==> config.mk <==
export PLATFORM = sky130hd
export DESIGN_NAME = alu_arbiter_flat
export DESIGN_NICKNAME = d
export VERILOG_FILES = /design/src/rtl/alu_arbiter_pkg.sv /design/src/rtl/alu_arbiter_if.sv /design/src/rtl/alu_arbiter_rr_pick.sv /design/src/rtl/alu_arbiter.sv /design/src/flat_wrapper.sv
export SDC_FILE = /design/constraint.sdc
export NUM_CORES = 1
export LEC_CHECK = 0
export ABC_CLOCK_PERIOD_IN_PS = 3100
export CORE_UTILIZATION = 39
export DETAILED_ROUTE_END_ITERATION = 12
export PLACE_DENSITY = 0.87
export SLEW_MARGIN = 20
export SYNTH_ARGS = -nofsm -noshare
export SYNTH_HDL_FRONTEND = slang
export SYNTH_SLANG_ARGS = --single-unit
==> constraint.sdc <==
create_clock -name clk -period 3.1 [get_ports clk]
set_input_delay 0.465 -clock clk [delete_from_list [all_inputs] [get_ports clk]]
set_output_delay 0.465 -clock clk [all_outputs]
set_load 0.005 [all_outputs]
==> src/rtl/alu_arbiter_pkg.sv <==
// ---------------------------------------------------------------------------
// alu_arbiter_pkg
//   Shared definitions for the Hack ALU arbiter slice: Hack word width,
//   ALU control-word width and the common control codes, plus the
//   sequencer state type.
// ---------------------------------------------------------------------------
package alu_arbiter_pkg;

    localparam int HACK_W = 16;
    localparam int CTL_W  = 6;

    // Control word layout: {zx, nx, zy, ny, f, no}
    localparam logic [CTL_W-1:0] CTL_ZERO    = 6'b101010;
    localparam logic [CTL_W-1:0] CTL_ONE     = 6'b111111;
    localparam logic [CTL_W-1:0] CTL_NEG1    = 6'b111010;
    localparam logic [CTL_W-1:0] CTL_XPLUSY  = 6'b000010;
    localparam logic [CTL_W-1:0] CTL_XMINUSY = 6'b010011;
    localparam logic [CTL_W-1:0] CTL_XANDY   = 6'b000000;
    localparam logic [CTL_W-1:0] CTL_XORY    = 6'b010101;

    typedef enum logic [1:0] {
        ST_IDLE  = 2'd0,
        ST_ISSUE = 2'd1,
        ST_DONE  = 2'd2
    } arb_state_e;

endpackage

==> src/rtl/alu_arbiter_if.sv <==
// ---------------------------------------------------------------------------
// alu_arbiter_if
//   Bundles the requester-side bus and the shared-ALU bus of alu_arbiter.
//   slave  : arbiter view (consumes requests and ALU results, drives
//            acks, responses and the ALU operands)
//   master : environment view (requesters plus the external hack_alu)
// Signals
//   req / req_x / req_y / req_ctl : per-requester request and operands
//   ack                           : one-hot, single-cycle completion
//   rsp_out / rsp_zr / rsp_ng     : registered ALU result and flags
//   grant_id / busy               : current/last winner, sequencer active
//   alu_x / alu_y / alu_ctl       : registered operands to hack_alu
//   alu_out / alu_zr / alu_ng     : combinational result from hack_alu
// ---------------------------------------------------------------------------
interface alu_arbiter_if #(
    parameter int N_REQ = 4,
    parameter int WIDTH = 16,
    parameter int IDW   = 2
);
    import alu_arbiter_pkg::*;

    logic [N_REQ-1:0]       req;
    logic [N_REQ*WIDTH-1:0] req_x;
    logic [N_REQ*WIDTH-1:0] req_y;
    logic [N_REQ*CTL_W-1:0] req_ctl;
    logic [N_REQ-1:0]       ack;
    logic [WIDTH-1:0]       rsp_out;
    logic                   rsp_zr;
    logic                   rsp_ng;
    logic [IDW-1:0]         grant_id;
    logic                   busy;
    logic [WIDTH-1:0]       alu_x;
    logic [WIDTH-1:0]       alu_y;
    logic [CTL_W-1:0]       alu_ctl;
    logic [WIDTH-1:0]       alu_out;
    logic                   alu_zr;
    logic                   alu_ng;

    modport slave (
        input  req, req_x, req_y, req_ctl, alu_out, alu_zr, alu_ng,
        output ack, rsp_out, rsp_zr, rsp_ng, grant_id, busy,
               alu_x, alu_y, alu_ctl
    );

    modport master (
        output req, req_x, req_y, req_ctl, alu_out, alu_zr, alu_ng,
        input  ack, rsp_out, rsp_zr, rsp_ng, grant_id, busy,
               alu_x, alu_y, alu_ctl
    );

endinterface

==> src/rtl/alu_arbiter_rr_pick.sv <==
// ---------------------------------------------------------------------------
// rr_pick
//   Combinational round-robin picker. Scans req starting at index ptr and
//   wrapping modulo N_REQ; returns the first set index. Generic enough to
//   arbitrate memory ports as well as the ALU.
// Ports
//   req   in  N_REQ  request vector
//   ptr   in  IDW    highest-priority index for this scan
//   valid out 1      at least one request present
//   g     out IDW    winning index (0 when valid=0)
// ---------------------------------------------------------------------------
module rr_pick #(
    parameter int N_REQ = 4,
    parameter int IDW   = 2
) (
    input  logic [N_REQ-1:0] req,
    input  logic [IDW-1:0]   ptr,
    output logic             valid,
    output logic [IDW-1:0]   g
);

    // One extra bit so ptr + k never overflows before the modulo fold.
    logic [IDW:0] idx;

    always_comb begin
        valid = 1'b0;
        g     = '0;
        idx   = '0;
        for (int k = 0; k < N_REQ; k++) begin
            idx = {1'b0, ptr} + (IDW+1)'(k);
            if (idx >= (IDW+1)'(N_REQ)) begin
                idx = idx - (IDW+1)'(N_REQ);
            end
            if (!valid && req[idx[IDW-1:0]]) begin
                valid = 1'b1;
                g     = idx[IDW-1:0];
            end
        end
    end

endmodule

==> src/rtl/alu_arbiter.sv <==
// ---------------------------------------------------------------------------
// alu_arbiter
//   Shares one external combinational Hack ALU among N_REQ requesters.
//   IDLE picks a winner round-robin and latches its operands, ISSUE lets the
//   ALU settle and captures the result, DONE holds the one-cycle ack.
//   Fixed latency: ack is visible the cycle after the grant edge, and a new
//   grant can happen at most every third edge.
// Ports
//   clk   in   rising-edge clock
//   rst_n in   asynchronous active-low reset
//   bus   slave modport of alu_arbiter_if (requests, responses, ALU link)
// ---------------------------------------------------------------------------
module alu_arbiter
    import alu_arbiter_pkg::*;
#(
    parameter int N_REQ = 4,
    parameter int WIDTH = 16,
    parameter int IDW   = 2
) (
    input  logic          clk,
    input  logic          rst_n,
    alu_arbiter_if.slave  bus
);

    arb_state_e       state;
    arb_state_e       state_next;
    logic [IDW-1:0]   ptr;
    logic [IDW-1:0]   ptr_after_g;
    logic             pick_valid;
    logic [IDW-1:0]   pick_g;
    logic             grant_en;
    logic             capture_en;

    logic [WIDTH-1:0] x_arr   [N_REQ];
    logic [WIDTH-1:0] y_arr   [N_REQ];
    logic [CTL_W-1:0] ctl_arr [N_REQ];

    for (genvar i = 0; i < N_REQ; i++) begin : g_slice
        assign x_arr[i]   = bus.req_x[i*WIDTH +: WIDTH];
        assign y_arr[i]   = bus.req_y[i*WIDTH +: WIDTH];
        assign ctl_arr[i] = bus.req_ctl[i*CTL_W +: CTL_W];
    end

    rr_pick #(
        .N_REQ (N_REQ),
        .IDW   (IDW)
    ) u_pick (
        .req   (bus.req),
        .ptr   (ptr),
        .valid (pick_valid),
        .g     (pick_g)
    );

    // Priority moves to the requester just after the winner.
    always_comb begin
        ptr_after_g = pick_g + IDW'(1);
        if (pick_g == IDW'(N_REQ-1)) begin
            ptr_after_g = '0;
        end
    end

    always_ff @(posedge clk or negedge rst_n) begin
        if (!rst_n) begin
            state <= ST_IDLE;
        end else begin
            state <= state_next;
        end
    end

    always_comb begin
        state_next = state;
        grant_en   = 1'b0;
        capture_en = 1'b0;
        case (state)
            ST_IDLE: begin
                if (pick_valid) begin
                    grant_en   = 1'b1;
                    state_next = ST_ISSUE;
                end
            end
            ST_ISSUE: begin
                capture_en = 1'b1;
                state_next = ST_DONE;
            end
            ST_DONE: begin
                state_next = ST_IDLE;
            end
            default: begin
                state_next = ST_IDLE;
            end
        endcase
    end

    // Operands are sampled only on the grant edge; later changes on the
    // request bus are invisible to the operation in flight.
    always_ff @(posedge clk or negedge rst_n) begin
        if (!rst_n) begin
            ptr          <= '0;
            bus.ack      <= '0;
            bus.rsp_out  <= '0;
            bus.rsp_zr   <= 1'b0;
            bus.rsp_ng   <= 1'b0;
            bus.grant_id <= '0;
            bus.busy     <= 1'b0;
            bus.alu_x    <= '0;
            bus.alu_y    <= '0;
            bus.alu_ctl  <= '0;
        end else begin
            bus.ack  <= '0;
            bus.busy <= (state_next != ST_IDLE);
            if (grant_en) begin
                bus.alu_x    <= x_arr[pick_g];
                bus.alu_y    <= y_arr[pick_g];
                bus.alu_ctl  <= ctl_arr[pick_g];
                bus.grant_id <= pick_g;
                ptr          <= ptr_after_g;
            end
            if (capture_en) begin
                bus.rsp_out <= bus.alu_out;
                bus.rsp_zr  <= bus.alu_zr;
                bus.rsp_ng  <= bus.alu_ng;
                bus.ack     <= N_REQ'(1) << bus.grant_id;
            end
        end
    end

endmodule

==> src/flat_wrapper.sv <==
// flat-port wrapper written by rule: the top's interface ports become plain ports
module alu_arbiter_flat import alu_arbiter_pkg::*;
#(
    parameter int N_REQ = 4,
    parameter int WIDTH = 16,
    parameter int IDW   = 2
)
  (clk, rst_n, bus_req, bus_req_x, bus_req_y, bus_req_ctl, bus_alu_out, bus_alu_zr, bus_alu_ng, bus_ack, bus_rsp_out, bus_rsp_zr, bus_rsp_ng, bus_grant_id, bus_busy, bus_alu_x, bus_alu_y, bus_alu_ctl);
  alu_arbiter_if #(.N_REQ(N_REQ), .WIDTH(WIDTH), .IDW(IDW)) bus_i ();
  input  logic clk;
  input  logic rst_n;
  input wire logic [$bits(bus_i.req)-1:0] bus_req;
  input wire logic [$bits(bus_i.req_x)-1:0] bus_req_x;
  input wire logic [$bits(bus_i.req_y)-1:0] bus_req_y;
  input wire logic [$bits(bus_i.req_ctl)-1:0] bus_req_ctl;
  input wire logic [$bits(bus_i.alu_out)-1:0] bus_alu_out;
  input wire logic [$bits(bus_i.alu_zr)-1:0] bus_alu_zr;
  input wire logic [$bits(bus_i.alu_ng)-1:0] bus_alu_ng;
  output wire logic [$bits(bus_i.ack)-1:0] bus_ack;
  output wire logic [$bits(bus_i.rsp_out)-1:0] bus_rsp_out;
  output wire logic [$bits(bus_i.rsp_zr)-1:0] bus_rsp_zr;
  output wire logic [$bits(bus_i.rsp_ng)-1:0] bus_rsp_ng;
  output wire logic [$bits(bus_i.grant_id)-1:0] bus_grant_id;
  output wire logic [$bits(bus_i.busy)-1:0] bus_busy;
  output wire logic [$bits(bus_i.alu_x)-1:0] bus_alu_x;
  output wire logic [$bits(bus_i.alu_y)-1:0] bus_alu_y;
  output wire logic [$bits(bus_i.alu_ctl)-1:0] bus_alu_ctl;
  assign bus_i.req = bus_req;
  assign bus_i.req_x = bus_req_x;
  assign bus_i.req_y = bus_req_y;
  assign bus_i.req_ctl = bus_req_ctl;
  assign bus_i.alu_out = bus_alu_out;
  assign bus_i.alu_zr = bus_alu_zr;
  assign bus_i.alu_ng = bus_alu_ng;
  assign bus_ack = bus_i.ack;
  assign bus_rsp_out = bus_i.rsp_out;
  assign bus_rsp_zr = bus_i.rsp_zr;
  assign bus_rsp_ng = bus_i.rsp_ng;
  assign bus_grant_id = bus_i.grant_id;
  assign bus_busy = bus_i.busy;
  assign bus_alu_x = bus_i.alu_x;
  assign bus_alu_y = bus_i.alu_y;
  assign bus_alu_ctl = bus_i.alu_ctl;
  alu_arbiter #(.N_REQ(N_REQ), .WIDTH(WIDTH), .IDW(IDW)) u_core (.clk(clk), .rst_n(rst_n), .bus(bus_i));
endmodule
==> results.md, run 1 <==
- Antenna Cells: 0
- CTS tree: built
- Post-synth EDFFs: 0
- Tmin final: 2315 ps
- Synth Net Count: 507
- Synth cell types: 29
- # hold bufs at CTS: 0
- DRT antenna net count: 0
- Final hold violations: 0
- DRT Pass-1 Iters: 5
- Layout Cells excl Fill: 675
- Vias per cell: 5.182
- RSZ-0062 raised after global routing: false
- Synth warnings: 0
- Power Dens Cells: 829.3 mW/mm2
- Final nets: 738
- Outcome: completed
- Ys flop type: dfrtp_1
- # IOs: 239
- Port bufs: 238
- Clk slew on worst S/H paths: 80 ps
- Worst r2r path cells: 5
- Most common cell in the netlist: nand2_1
- DP HPWL: 8.765 mm
- Die Area: 0.009461 mm2
- Skew-Pair Late Insertion Delay: 340 ps
- Post_cts resized: 0
- Synthesized area per cell: 10.69 um2
- Synth top area share: 47.37%
- Htree depth: 3
- Layout cell share with drive strength beyond 1: 6.526%
- Cell Area, Placed: 0.005956 mm2
- Worst-margin pin slew: 855.5 ps
- Fmax: 0.4320 GHz
- Global-route wire length before repair: 17.85 mm
- GRT overflow: 0
- Final Core Density: 70.19%
- Drt total wl: 11.39 mm
- Post-synthesis sequential area ratio: 47.37%
- Startpoint types: input port
- Critical path arrival: 2500 ps
- Hold slack: 307.8 ps
- Total CTS buffers: 9
- CP Class: in2reg
- Hold Path Class: in2async
- GRT Util Overall: 23.69%
- Number of DRC markers in iteration 0: 75
- Setup_tns: 0 ps
- Syn Std Cell Area: 0.003540 mm2
- Num rows: 34
- Crit Path Max Fanout: 39
- Worst slew margin: 42.97%
- RePlAce Congestion: 0.8055
- Vias in the first global route: 3,632
- DIE WIDTH: 97.27 um
- Filler cell count in the final layout: 676
- Initial Utilization: 40.39%
- Pin count of the biggest net entering global routing: 68
- Flops & latches, synth: 67
- Fin crit share: 74.67%
- WL per Instance: 16.87 um
- Dpl ws: 422.2 ps
- Clock Tree Buf Depth: 2
- # DRC: 0
- Cells after Synth: 331
- Initial antenna violation count: 0
- Post-synth top cells: nand2_1, mux2i_1, dfrtp_1
- Cell area after layout: 0.006151 mm2
- Leak pwr: 2.814 nW
- Final setup violation count: 0
- Area grow syn2layout: 73.77%
- FFs w/ async S/R, synth: 100.0%
- CORE AREA: 0.008763 mm2
- Cells after DPL: 659
- Fin Clk Skew: 10.25 ps
- Max-cap viol count: 0
- Setup crit end kind: register
- Vias: 3,498
- Post-CTS setup buffer count: 0
- Peak VDD IR: 0.3619 mV
- Final worst setup slack: 785.2 ps
- Clock Tree Root: clkbuf_8
- Pins over their slew limit: 0
- Dominant cells by area after synthesis: dfrtp_1, mux2i_1, nand2_1
- Sink Count: 67
- Die span in y: 97.27 um
- Largest area contributor in the netlist: dfrtp_1
- Total power: 5.101 mW
- Required @ worst endpoint: 3280 ps
-- routing by layer --
layer | track usage, % | vias up | wire length (um)
li1 | - | 1650 | -
met1 | 26.13 | 1658 | 4252
met2 | 42.36 | 163 | 5930
met3 | 6.547 | 27 | 882
met4 | 10.63 | 0 | 320
met5 | 0 | - | 0
-- critical path: stages --
cell	delay [ps]
clkdlybuf4s50_1	510
nor4_1	380
or3_1	390
or2_4	530
o221ai_1	220
-- layout make-up --
class                           instances  area, um2  share of cell area, %
Timing Repair Buffer                  246       2450                  39.83
Multi-Input combinational cell        234       1679                  27.30
Sequential cell                        67       1677                  27.26
Clock buffer                           12      145.1                  2.360
Tap cell                              108      135.1                  2.197
Clock inverter                          4      50.05                 0.8137
Inverter                                4      15.01                 0.2441
-- where the power goes --
group | internal, mW | switching [mW]
registers | 1.30 | 0.249
clock network | 0.393 | 0.328
logic | 1.55 | 1.28
-- cells by family (layout without fill, tap and decap cells) --
| family | Yosys count | in the layout | share of synthesized area, % |
|---|---|---|---|
| flip-flops | 67 | 67 | 47.37 |
| multiplexers | 77 | 77 | 21.81 |
| XOR/XNOR | 1 | 1 | 0.2475 |
| AO/OA/AOI/OAI | 45 | 45 | 12.48 |
| AND/OR/NAND/NOR | 111 | 111 | 12.51 |
| buffers and inverters | 30 | 266 | 5.584 |
-- placed cells by master (no fill, tap or decap), drive strengths merged, types with 2 or more instances in the layout --
master         synthesis  layout
clkdlybuf4s50          0     237
nand2                 99      99
mux2i                 76      76
dfrtp                 67      67
o221ai                38      38
clkbuf                 8      12
buf                   18       9
inv                    4       4
nor2                   2       2
nor3                   2       2
nor2b                  2       2
clkinvlp               0       2
o22ai                  2       2
o21ai                  2       2
-- flip-flops by register name, summed over array words and instances, names as in the netlist --
register / cells
u_core.bus.alu_x: 16
u_core.bus.alu_y: 16
u_core.bus.rsp_zr: 1
u_core.bus.grant_id: 2
u_core.ptr: 2
u_core.state: 2
u_core.bus.alu_ctl: 6
u_core.bus.rsp_out: 16
u_core.bus.rsp_ng: 1
u_core.bus.busy: 1
u_core.bus.ack: 4
-- path summary, 6_finish.rpt --
kind / from / endpoint / slack, ps
min in group clk: u_core.bus.rsp_out[7] / u_core.bus.rsp_out[7] / 480
hold / removal: rst_n / u_core.bus.rsp_out[1] / 310
setup / recovery: bus_req[3] / u_core.bus.alu_x[6] / 790
max in group asynchronous: rst_n / u_core.bus.alu_y[8] / 2210
hold reg to reg: u_core.bus.rsp_out[7] / u_core.bus.rsp_out[7] / 480
setup reg to reg: u_core.ptr[0] / u_core.bus.alu_y[12] / 1180
(Power assumes the default switching activity.)
==> run 2: changes to the inputs <==
ABC_CLOCK_PERIOD_IN_PS = 2100   (was 3100)
CORE_UTILIZATION = 33   (was 39)
PLACE_DENSITY = 0.78   (was 0.87)
clock period = 2.1 ns   (was 3.1 ns; I/O delays follow)
==> results.md, run 2 (synthesis results as in run 1) <==
- Outcome: completed
- Most frequent cells in the layout: clkdlybuf4s50_1, nand2_1, mux2i_1
- Htree depth: 3
- Leak pwr: 2.846 nW
- Power Dens Cells: 1216 mW/mm2
- Vias: 3,484
- Fmax: 0.5268 GHz
- Clock Tree Buf Depth: 2
- Combinational power share: 55.8%
- Clock Tree Root: clkbuf_8
- Pins over their slew limit: 0
- Die span in y: 105.6 um
- Final Core Density: 60.32%
- Worst-path cell chain: clkdlybuf4s50_1 -> inv_1 -> o221a_1 -> o22ai_4 -> buf_12 -> mux2i_1 -> o221ai_2
- Vias per cell: 4.935
- Tmin final: 1898 ps
- Hold Path Class: in2async
- Setup crit end kind: register
- Global-route wire length before repair: 18.08 mm
- Final setup violation count: 0
- Commonest non-fill, non-tap cell in the layout: clkdlybuf4s50_1
- Switching power total: 2.769 mW
- Worst slew margin: 52.38%
- Largest regs: u_core.bus.alu_x x16, u_core.bus.alu_y x16, u_core.bus.rsp_out x16
- RePlAce Congestion: 0.8330
- Critical path arrival: 2100 ps
- DRT Pass-1 Iters: 4
- WL per Instance: 16.22 um
- Worst-margin pin slew: 714.3 ps
- GRT Util Overall: 20.96%
- Layout cell share with drive strength beyond 1: 7.719%
- Int Power: 4.837 mW
- # IOs: 239
- Pin count of the biggest net entering global routing: 43
- Clock power frac: 14.3%
- Cell Area, Placed: 0.006055 mm2
- CTS tree: built
- Skew-Pair Late Insertion Delay: 350 ps
- Crit Path Max Fanout: 42
- # hold bufs at CTS: 0
- DRT antenna net count: 0
- Number of DRC markers in iteration 0: 138
- Peak VDD IR: 0.6905 mV
- Fin crit share: 90.40%
- Clk slew on worst S/H paths: 80 ps
- Max-cap viol count: 0
- Crit-path max cell delay: 500 ps
- Sw frac: 36.40%
- Startpoint types: input port
- Final hold violations: 0
- Cell area after layout: 0.006255 mm2
- CORE AREA: 0.01037 mm2
- Final nets: 741
- Num rows: 37
- Fin Clk Skew: 8.463 ps
- Worst path slowest cell: clkdlybuf4s50_1
- Sink Count: 67
- Vias in the first global route: 3,661
- Initial antenna violation count: 0
- DP HPWL: 8.768 mm
- Area grow syn2layout: 76.71%
- Dpl ws: -187.2 ps
- Post_cts resized: 0
- Drt total wl: 11.45 mm
- Initial Utilization: 34.13%
- GRT overflow: 0
- CP Class: in2reg
- DIE WIDTH: 105.6 um
- Final worst setup slack: 201.6 ps
- Antenna Cells: 0
- RSZ-0062 raised after global routing: false
- Die Area: 0.01114 mm2
- # DRC: 0
- Post-CTS setup buffer count: 0
- Port bufs: 238
- Required @ worst endpoint: 2300 ps
- Sequential power share: 29.9%
- Total CTS buffers: 9
-- run 2: changes by cell type in the layout (fill, tap and decap cells not counted) --
cell      delta
clkbuf_1     -2
clkinv_4     +1
or3_2        +1
buf_12       +3
clkbuf_8     -1
or3_1        -1
nand2_2      +1
inv_6        +2
nand2_1      -1
-- run 2: power groups by stage --
| stage | clock, mW | combinational (mW) | sequential (mW) |
|---|---|---|---|
| floorplan | 0 | 2.27 | 2.31 |
| global placement | 0 | 4.19 | 2.27 |
| detailed placement | 0 | 4.29 | 2.29 |
| CTS | 1.13 | 4.31 | 2.27 |
| global route | 1.18 | 4.63 | 2.35 |
| finish | 1.09 | 4.24 | 2.27 |
-- run 2: worst paths after layout --
path | slack, ps | to | startpoint | cells past startpoint
max | 200 | u_core.bus.alu_x[15] | bus_req[2] | 7
min in group clk | 480 | u_core.bus.rsp_zr | u_core.bus.rsp_zr | 2
max in group asynchronous | 1420 | u_core.bus.alu_x[15] | rst_n | 2
min reg2reg | 480 | u_core.bus.rsp_zr | u_core.bus.rsp_zr | 2
min | 10 | u_core.bus.alu_ctl[0] | rst_n | 1
max reg2reg | 270 | u_core.bus.alu_x[15] | u_core.ptr[0] | 5
-- run 2: layer usage --
metal	wire length [um]	GRT usage [%]
met5	0	0
met4	392	11.51
met3	838	4.947
met2	6001	37.08
met1	4219	23.14
-- run 2: critical path, delay by kind of cell --
family / cells / cell delay, ps
buf+inv: 3 / 880
mux: 1 / 280
compound gates: 3 / 590
-- run 2: through the flow --
| step | TNS (ps) | std cells | total power [mW] | hold WS [ps] |
|---|---|---|---|---|
| final | 0 | 706 | 7.606 | 13.32 |
| after CTS | 0 | 706 | 7.712 | 14.73 |
| after global placement | -2586 | 690 | 6.465 | 400.0 |
| after detailed placement | -4587 | 690 | 6.586 | 414.9 |
| after global routing | 0 | 706 | 8.161 | 67.05 |
| after floorplan | 0 | 331 | 4.578 | 19.41 |
-- run 2: cell type report --
class,count,area [um2]
Multi-Input combinational cell,234,1683
Clock inverter,7,76.32
Timing Repair Buffer,249,2510
Clock buffer,9,123.9
Inverter,4,15.01
Tap cell,136,170.2
Sequential cell,67,1677
Fill cell,875,4115
